--- config.mk ---
export PLATFORM = sky130hd
export DESIGN_NAME = hex_scan_ctrl
export DESIGN_NICKNAME = d
export VERILOG_FILES = /design/src/rtl/hex_scan_ctrl.sv
export SDC_FILE = /design/constraint.sdc
export NUM_CORES = 1
export LEC_CHECK = 0
export ABC_AREA = 1
export CAP_MARGIN = 20
export CORE_MARGIN = 5
export CORE_UTILIZATION = 30
export CTS_BUF_LIST = sky130_fd_sc_hd__clkbuf_16
export DETAILED_ROUTE_END_ITERATION = 7
export PLACE_DENSITY = 0.48
export SETUP_SLACK_MARGIN = 0.2
export SKIP_CTS_REPAIR_TIMING = 1
export SLEW_MARGIN = 20
export SYNTH_ARGS = -nofsm -noshare
export SYNTH_HDL_FRONTEND = slang
export SYNTH_SLANG_ARGS = --single-unit
--- constraint.sdc ---
create_clock -name clock -period 2.9 [get_ports clock]
set_input_delay 0.87 -clock clock [delete_from_list [all_inputs] [get_ports clock]]
set_output_delay 0.87 -clock clock [all_outputs]
set_load 0.02 [all_outputs]
--- src/rtl/hex_scan_ctrl.sv ---
// Time-multiplexes one external hex-to-7-segment decoder across NUM_DIGITS displays,
// scanning MSD-first and committing each completed frame to hex_out in a single edge.
module hex_scan_ctrl #(
    parameter int unsigned NUM_DIGITS    = 6,
    parameter int unsigned SETTLE_CYCLES = 1
) (
    input  logic                    clock,
    input  logic                    reset,
    input  logic [4*NUM_DIGITS-1:0] value,
    input  logic                    blank_en,
    input  logic                    load,
    input  logic [6:0]              dec_seg,
    output logic [3:0]              dec_nibble,
    output logic [7*NUM_DIGITS-1:0] hex_out,
    output logic                    busy,
    output logic                    done
);

    localparam int unsigned IDX_W = $clog2(NUM_DIGITS);
    localparam int unsigned CNT_W = (SETTLE_CYCLES > 1) ? $clog2(SETTLE_CYCLES) : 1;
    localparam logic [IDX_W-1:0] IDX_TOP = IDX_W'(NUM_DIGITS - 1);
    localparam logic [CNT_W-1:0] CNT_TOP = CNT_W'(SETTLE_CYCLES - 1);

    typedef enum logic [1:0] {IDLE, SCAN, DONE} state_t;
    typedef logic [NUM_DIGITS-1:0][3:0] nib_arr_t;
    typedef logic [NUM_DIGITS-1:0][6:0] seg_arr_t;

    state_t          state_q, state_d;
    logic [IDX_W-1:0] idx_q, idx_d;
    logic [CNT_W-1:0] cnt_q, cnt_d;
    logic            lead_q, lead_d;
    nib_arr_t        frame_q, frame_d;
    logic            fblank_q, fblank_d;
    logic            pend_q, pend_d;
    nib_arr_t        pval_q, pval_d;
    logic            pblank_q, pblank_d;
    seg_arr_t        stage_q, stage_d;
    seg_arr_t        hex_q, hex_d;
    logic [3:0]      nib_q, nib_d;
    logic            busy_q, busy_d;
    logic            done_q, done_d;

    logic            start;
    nib_arr_t        start_val;
    logic            start_blank;
    logic [3:0]      cur_nib;

    assign cur_nib = frame_q[idx_q];

    // Next-state, capture/commit and output-register logic.
    always_comb begin
        state_d     = state_q;
        idx_d       = idx_q;
        cnt_d       = cnt_q;
        lead_d      = lead_q;
        frame_d     = frame_q;
        fblank_d    = fblank_q;
        pend_d      = pend_q;
        pval_d      = pval_q;
        pblank_d    = pblank_q;
        stage_d     = stage_q;
        hex_d       = hex_q;
        start       = 1'b0;
        start_val   = value;
        start_blank = blank_en;

        case (state_q)
            IDLE: begin
                if (load) begin
                    start = 1'b1;
                end
            end
            SCAN: begin
                // Requests during a scan are queued; only the newest survives.
                if (load) begin
                    pend_d   = 1'b1;
                    pval_d   = value;
                    pblank_d = blank_en;
                end
                if (cnt_q != '0) begin
                    cnt_d = cnt_q - CNT_W'(1);
                end else begin
                    if (fblank_q && lead_q && (cur_nib == 4'h0) && (idx_q != '0)) begin
                        stage_d[idx_q] = 7'h7F;
                    end else begin
                        stage_d[idx_q] = dec_seg;
                        lead_d         = 1'b0;
                    end
                    if (idx_q != '0) begin
                        idx_d = idx_q - IDX_W'(1);
                        cnt_d = CNT_TOP;
                    end else begin
                        hex_d    = stage_q;
                        hex_d[0] = dec_seg;
                        state_d  = DONE;
                    end
                end
            end
            DONE: begin
                if (load) begin
                    start  = 1'b1;
                    pend_d = 1'b0;
                end else if (pend_q) begin
                    start       = 1'b1;
                    start_val   = pval_q;
                    start_blank = pblank_q;
                    pend_d      = 1'b0;
                end else begin
                    state_d = IDLE;
                end
            end
            default: state_d = IDLE;
        endcase

        if (start) begin
            frame_d  = start_val;
            fblank_d = start_blank;
            idx_d    = IDX_TOP;
            cnt_d    = CNT_TOP;
            lead_d   = 1'b1;
            state_d  = SCAN;
        end

        busy_d = (state_d != IDLE);
        done_d = (state_d == DONE);
        nib_d  = (state_d == SCAN) ? frame_d[idx_d] : 4'h0;
    end

    always_ff @(posedge clock) begin
        if (reset) begin
            state_q  <= IDLE;
            idx_q    <= '0;
            cnt_q    <= '0;
            lead_q   <= 1'b0;
            frame_q  <= '0;
            fblank_q <= 1'b0;
            pend_q   <= 1'b0;
            pval_q   <= '0;
            pblank_q <= 1'b0;
            stage_q  <= {NUM_DIGITS{7'h7F}};
            hex_q    <= {NUM_DIGITS{7'h7F}};
            nib_q    <= 4'h0;
            busy_q   <= 1'b0;
            done_q   <= 1'b0;
        end else begin
            state_q  <= state_d;
            idx_q    <= idx_d;
            cnt_q    <= cnt_d;
            lead_q   <= lead_d;
            frame_q  <= frame_d;
            fblank_q <= fblank_d;
            pend_q   <= pend_d;
            pval_q   <= pval_d;
            pblank_q <= pblank_d;
            stage_q  <= stage_d;
            hex_q    <= hex_d;
            nib_q    <= nib_d;
            busy_q   <= busy_d;
            done_q   <= done_d;
        end
    end

    assign dec_nibble = nib_q;
    assign hex_out    = hex_q;
    assign busy       = busy_q;
    assign done       = done_q;

endmodule

==> metrics.md, run 1 <==
| Metric | Value |
|---|---|
| Status | complete, no violations |
| CP max FO | 1 |
| Rows | 52 |
| Register Area | 0.00280 sq mm |
| Combinational share of power | 0.160 |
| Hold_sp | pval_q[18]$_SDFFE_PP0P_ |
| DRC errors left | 0 |
| Worst Path Class, Setup | reg2out |
| Finish-stage setup viols | 0 |
| # Max-Cap Violations | 0 |
| Pre-Repair DR Iteration Count | 5 |
| Syn_area_per_cell | 7.47 sq um |
| P_leak | 0.00340 uW |
| Smallest hold slack | 458 ps |
| Largest area contributor in the netlist | dfxtp_1 |
| Post-synthesis sequential area ratio | 0.462 |
| # diodes | 0 |
| IO buf count | 82 |
| Netlist cell types | 30 |
| Nature of the critical path endpoint | primary output |
| Detail Route Antenna Nets | 0 |
| Multi-input gate area | 0.00267 sq mm |
| Hold Path Sink | pval_q[18]$_SDFFE_PP0P_ |
| R2R setup slack | 690 ps |
| CTS tree | yes |
| Root Buffer | clkbuf_16 |
| Pwr Total | 4990 uW |
| Synth top area share | 0.462 |
| Delay-heaviest family, CP | buffers and inverters |
| Clock Power Share | 0.417 |
| Ys async rst share | 0 |
| Slew at the pin closest to its max-slew limit | 845 ps |
| P_sw | 1510 uW |
| CP Launch Type | flop |
| Ratio of cells with drive above 1 in the final layout | 0.0893 |
| GR Overflow Total | 0 |
| Largest net degree at the start of global routing | 50 |
| Hold depth | 2 |
| Initial Util | 0.302 |
| Boundary pin count | 83 |
| R2r endpoint | stage_q[8]$_SDFFE_PP1P_ |
| Peak supply drop | 0.407 mV |
| Total number of vias | 5449 |
| Synth Flop Type | dfxtp_1 |
| Hold WC Path Type | reg2reg |
| First-pass GRT wire length | 28.1 mm |
| Iter 0 DRT Violations | 385 |
| Chip height | 152 um |
| Critical Path Max Stage Delay | 650 ps |
| Ys Warns | 0 |
| Routability congestion estimate from global placement | 0.919 |
| Buf/Inv on CP | 1 |
| Synth Register Bits | 140 |
| DP Wirelength | 12.0 mm |
| Synth area leaders | dfxtp_1, nand2_1, o211ai_1 |
| Setup WS pre-CTS | 319 ps |
| Die width | 152 um |
| Reg power frac | 0.423 |
| Period utilization | 0.814 |
| Crit-path cells | clkdlybuf4s50_1 |
| Design area | 0.00769 sq mm |
| Count of pins over their slew limit | 0 |
| Synth Cell Area | 0.00607 sq mm |
| Worst r2r src | idx_q[0]$_SDFF_PP0_ |
| Vias in the first global route | 5368 |
| Pwr dens | 649 mW/mm^2 |
| Critical Path RT | 2030 ps |
| H-tree depth | 4 |
| Total Routed Length | 17.2 mm |
| PnR worst setup slack | 538 ps |
| Vias per cell | 4.67 |
| Final Hold Viols | 0 |
| Switching share of power | 0.303 |
| Number of flops mapped to enable cells by yosys | 0 |
| Fillers | 2109 |
| Total negative slack | 0 ps |
| Most frequent cell after synthesis | nand2_1 |
| Unrepaired setup endpoints after global routing | false |
| Commonest cells post-synth | nand2_1, dfxtp_1, inv_1 |
| Crit path arrival time | 1490 ps |
| Synth-to-Final Area Change | 26.8% |
| Critical path's slowest cell | clkdlybuf4s50_1 |
| Clock transition at path regs | 70 ps |
| Syn nets | 849 |
| Slew headroom | 0.435 |
| Worst-skew pair later-pin latency | 430 ps |
| Total clock sinks | 140 |
| Fmax achieved | 423 MHz |
| Die area | 0.0232 sq mm |
| Worst Clk Skew | 8.60 ps |
| P_int | 3480 uW |
| Placed cell areas | 0.00714 sq mm |
| Drt wl/cell | 14.7 um |
| Clock Path Buffers | 2 |
| Post-Synthesis Cells | 812 |
| Total GRT Usage | 0.150 |
| Final min period | 2360 ps |
| Core Area | 0.0201 sq mm |
| Total CTS buffers | 17 |
| Initial antenna violation count | 0 |
| Layout Nets | 920 |
| Worst Reg-to-Reg Cells | 10 |
[per-layer routing]
| layer | wire length (um) | share of wire | global-route usage | vias up |
|---|---|---|---|---|
| li1 | - | - | - | 2845 |
| met1 | 8160 | 0.47 | 0.192 | 2492 |
| met2 | 8150 | 0.47 | 0.249 | 91 |
| met3 | 601 | 0.035 | 0.0358 | 21 |
| met4 | 273 | 0.016 | 0.0501 | 0 |
| met5 | 0 | 0 | 0 | - |
[cell type report]
| class | count | area share |
|---|---|---|
| clock buffers | 17 | 0.0553 |
| flip-flops and latches | 140 | 0.364 |
| well taps | 270 | 0.0439 |
| inverters | 95 | 0.0465 |
| clock inverters | 15 | 0.0171 |
| multi-input cells | 526 | 0.346 |
| repair buffers | 103 | 0.127 |
[worst register-to-register path: cells and delay by family, from the launching register on]
kind            cells  cell delay (ps)
compound gates      1               90
buf+inv             2              270
flops               1              500
simple gates        7             1220
[how the worst max path moves through the flow]
stage                        startpoint                  endpoint  slack, ps  depth (start not counted)
5_1_grt             idx_q[0]$_SDFF_PP0_  stage_q[29]$_SDFFE_PP1P_        500                         10
2_1_floorplan                      load  dec_nibble[0]$_SDFF_PP0_        870                          8
4_1_cts        dec_nibble[2]$_SDFF_PP0_             dec_nibble[2]        530                          1
3_5_place_dp                       load  dec_nibble[0]$_SDFF_PP0_        320                         11
3_3_place_gp                       load  dec_nibble[0]$_SDFF_PP0_        310                          8
6_report       dec_nibble[2]$_SDFF_PP0_             dec_nibble[2]        540                          1
[sequential cells by signal, summed over array words and instances, names as in the netlist]
| name | cells |
|---|---|
| state_q | 2 |
| hex_out | 42 |
| lead_q | 1 |
| dec_nibble | 4 |
| pblank_q | 1 |
| fblank_q | 1 |
| done | 1 |
| pend_q | 1 |
| pval_q | 24 |
| busy | 1 |
| idx_q | 3 |
| stage_q | 35 |
| frame_q | 24 |
[cells by family (layout without fill, tap and decap cells)]
kind of cell | after synthesis | after routing | share of synthesized area
simple gates | 340 | 340 | 0.253
compound gates | 184 | 184 | 0.182
fa+ha+maj | 2 | 2 | 0.00412
flops | 140 | 140 | 0.462
buf+inv | 146 | 230 | 0.0990
[power by group through the flow]
stage                     clock network (uW)  registers, uW  logic, uW
after global placement                     0           2160        807
after global routing                    2220           2130        893
after CTS                               2140           2110        807
final                                   2080           2110        798
after floorplan                            0           2200        442
after detailed placement                   0           2160        804
[placed cells by master (no fill, tap or decap), types with 7 or more instances in the layout]
master	synthesis	layout
o211ai_1	69	69
nand4_1	16	16
clkbuf_16	0	17
inv_1	88	88
nand2_1	177	177
o21ai_0	41	41
dfxtp_1	140	140
nand3_1	72	72
a21oi_1	68	68
clkdlybuf4s50_1	0	81
nand2_2	7	7
nor2_1	50	50
buf_4	1	21
[metrics by stage]
stage / utilization / std cells
after floorplan: - / 812
after global placement: 0.355 / 1134
after detailed placement: 0.355 / 1134
after CTS: 0.383 / 1166
after global routing: 0.383 / 1166
final: 0.383 / 1166
Power figures use the tool's default switching activity.
==> run 2: changes to the inputs <==
--- a/config.mk
+++ b/config.mk
@@ -11,7 +11,7 @@
 export CORE_UTILIZATION = 30
 export CTS_BUF_LIST = sky130_fd_sc_hd__clkbuf_16
 export DETAILED_ROUTE_END_ITERATION = 7
-export PLACE_DENSITY = 0.48
+export PLACE_DENSITY = 0.5
 export SETUP_SLACK_MARGIN = 0.2
 export SKIP_CTS_REPAIR_TIMING = 1
 export SLEW_MARGIN = 20
==> constraint.sdc (replaced) <==
create_clock -name clock -period 2.1 [get_ports clock]
set_input_delay 0.63 -clock clock [delete_from_list [all_inputs] [get_ports clock]]
set_output_delay 0.63 -clock clock [all_outputs]
set_load 0.02 [all_outputs]
==> run 2 against run 1 <==
  * Global-route usage fell by 0.15 points
  * Sequential power rose by 38%
  * First-iteration DRC count fell by 19%
  * Flip-flop and latch count did not move
  * Register-to-register slack got worse by 420 ps
  * Sequential share of layout area fell by 2.3 points
  * Final cell count rose by 2.5%
  * Final area rose by 6.7%
  * Setup slack got worse by 270 ps
  * Non-clock buffer count rose by 28
  * Highest routed layer unchanged
==> metrics.md, run 2 (same netlist as run 1, synthesis figures left out) <==
| Metric | Value |
|---|---|
| Status | complete, no violations |
| R2r endpoint | dec_nibble[3]$_SDFF_PP0_ |
| Most frequent cells in the layout | nand2_1, dfxtp_1, inv_1 |
| Hold Path Sink | hex_out[14]$_SDFFE_PP1P_ |
| CTS tree | yes |
| Hold WC Path Type | reg2reg |
| Die area | 0.0232 sq mm |
| Ratio of cells with drive above 1 in the final layout | 0.123 |
| Combinational share of power | 0.168 |
| # Max-Cap Violations | 0 |
| Boundary pin count | 83 |
| Slew at the pin closest to its max-slew limit | 821 ps |
| Period utilization | 0.872 |
| CP Launch Type | flop |
| Max FFs per register | 42 |
| Finish-stage setup viols | 0 |
| CP max FO | 10 |
| Final min period | 1830 ps |
| Unrepaired setup endpoints after global routing | false |
| Slew headroom | 0.451 |
| Synth-to-Final Area Change | 35.3% |
| Clock Path Buffers | 2 |
| Largest net degree at the start of global routing | 49 |
| P_leak | 0.00375 uW |
| Worst-skew pair later-pin latency | 420 ps |
| Critical Path RT | 2450 ps |
| Initial Util | 0.302 |
| P_int | 5020 uW |
| Total number of vias | 5500 |
| Total GRT Usage | 0.148 |
| Switching share of power | 0.297 |
| Total Routed Length | 17.3 mm |
| DP Wirelength | 12.3 mm |
| # diodes | 0 |
| Hold depth | 2 |
| Vias in the first global route | 5254 |
| Total clock sinks | 140 |
| P_sw | 2120 uW |
| Crit path arrival time | 2180 ps |
| Core Area | 0.0201 sq mm |
| Most common cell after layout, fill and taps aside | nand2_1 |
| PnR worst setup slack | 270 ps |
| Layout Nets | 949 |
| Vias per cell | 4.60 |
| Worst r2r src | state_q[0]$_SDFF_PP0_ |
| Die width | 152 um |
| Hold_sp | hex_out[14]$_SDFFE_PP1P_ |
| Total negative slack | 0 ps |
| Chip height | 152 um |
| H-tree depth | 4 |
| R2R setup slack | 270 ps |
| Nature of the critical path endpoint | flop |
| Initial antenna violation count | 0 |
| GR Overflow Total | 0 |
| Root Buffer | clkbuf_16 |
| Fmax achieved | 546 MHz |
| Count of pins over their slew limit | 0 |
| Worst Path Class, Setup | reg2reg |
| Drt wl/cell | 14.5 um |
| Pwr dens | 870 mW/mm^2 |
| Pre-Repair DR Iteration Count | 4 |
| IO buf count | 82 |
| Iter 0 DRT Violations | 313 |
| Clock transition at path regs | 70 ps |
| Final Hold Viols | 0 |
| Reg power frac | 0.407 |
| Rows | 52 |
| Detail Route Antenna Nets | 0 |
| DRC errors left | 0 |
| Peak supply drop | 0.569 mV |
| Routability congestion estimate from global placement | 0.855 |
| Worst Reg-to-Reg Cells | 8 |
| First-pass GRT wire length | 28.0 mm |
| Clock Power Share | 0.425 |
| Total CTS buffers | 17 |
| Final Util | 0.408 |
| Setup WS pre-CTS | -249 ps |
| Worst Clk Skew | 6.71 ps |
-- run 2: worst max-delay path by stage --
stage          cells after the start  slack (ps)                        to                startpoint
2_1_floorplan                      8         310  dec_nibble[0]$_SDFF_PP0_                      load
3_3_place_gp                       8        -230  dec_nibble[3]$_SDFF_PP0_                      load
3_5_place_dp                       8        -250  dec_nibble[3]$_SDFF_PP0_                      load
4_1_cts                            1          -7             dec_nibble[1]  dec_nibble[1]$_SDFF_PP0_
5_1_grt                           12         190  stage_q[21]$_SDFFE_PP1P_       idx_q[1]$_SDFF_PP0_
6_report                           8         270  dec_nibble[3]$_SDFF_PP0_     state_q[0]$_SDFF_PP0_
-- run 2: through the flow --
stage	cells	power (uW)	area [sq um]	hold slack [ps]
after floorplan	812	3650	6070	425
after global routing	1195	7510	8210	477
after CTS	1186	7240	7980	456
final	1195	7140	8210	451
after global placement	1154	4180	7390	444
after detailed placement	1154	4170	7390	444
-- run 2: routing by layer --
layer | vias to the layer above | part of all wire | global-route usage
li1 | 2916 | - | -
met4 | 0 | 0.015 | 0.0441
met1 | 2487 | 0.47 | 0.190
met5 | - | 0 | 0
met3 | 17 | 0.037 | 0.0364
met2 | 80 | 0.47 | 0.248
-- run 2: layout make-up --
cell class                 instances  area (sq um)
clock inverter                    15           171
timing repair buffer             131          1410
fill                            2015         11900
multi-input combinational        527          2710
inverter                          95           358
tap                              270           338
clock buffer                      17           425
sequential                       140          2800
-- run 2: power groups by stage --
| stage | sequential, uW | combinational, uW | clock [uW] |
|---|---|---|---|
| final | 2910 | 1200 | 3030 |
| after global routing | 2930 | 1340 | 3250 |
| after CTS | 2910 | 1210 | 3130 |
| after detailed placement | 2970 | 1200 | 0 |
| after global placement | 2970 | 1200 | 0 |
| after floorplan | 3040 | 611 | 0 |
-- run 2: critical path, stage by stage, from the launching register on --
cell and delay, ps:
dfxtp_1 480, inv_2 120, nor2_4 220, buf_4 160, nand3_4 130, nand3_4 200, o21a_2 200, nand3_1 90
a21oi_1 150
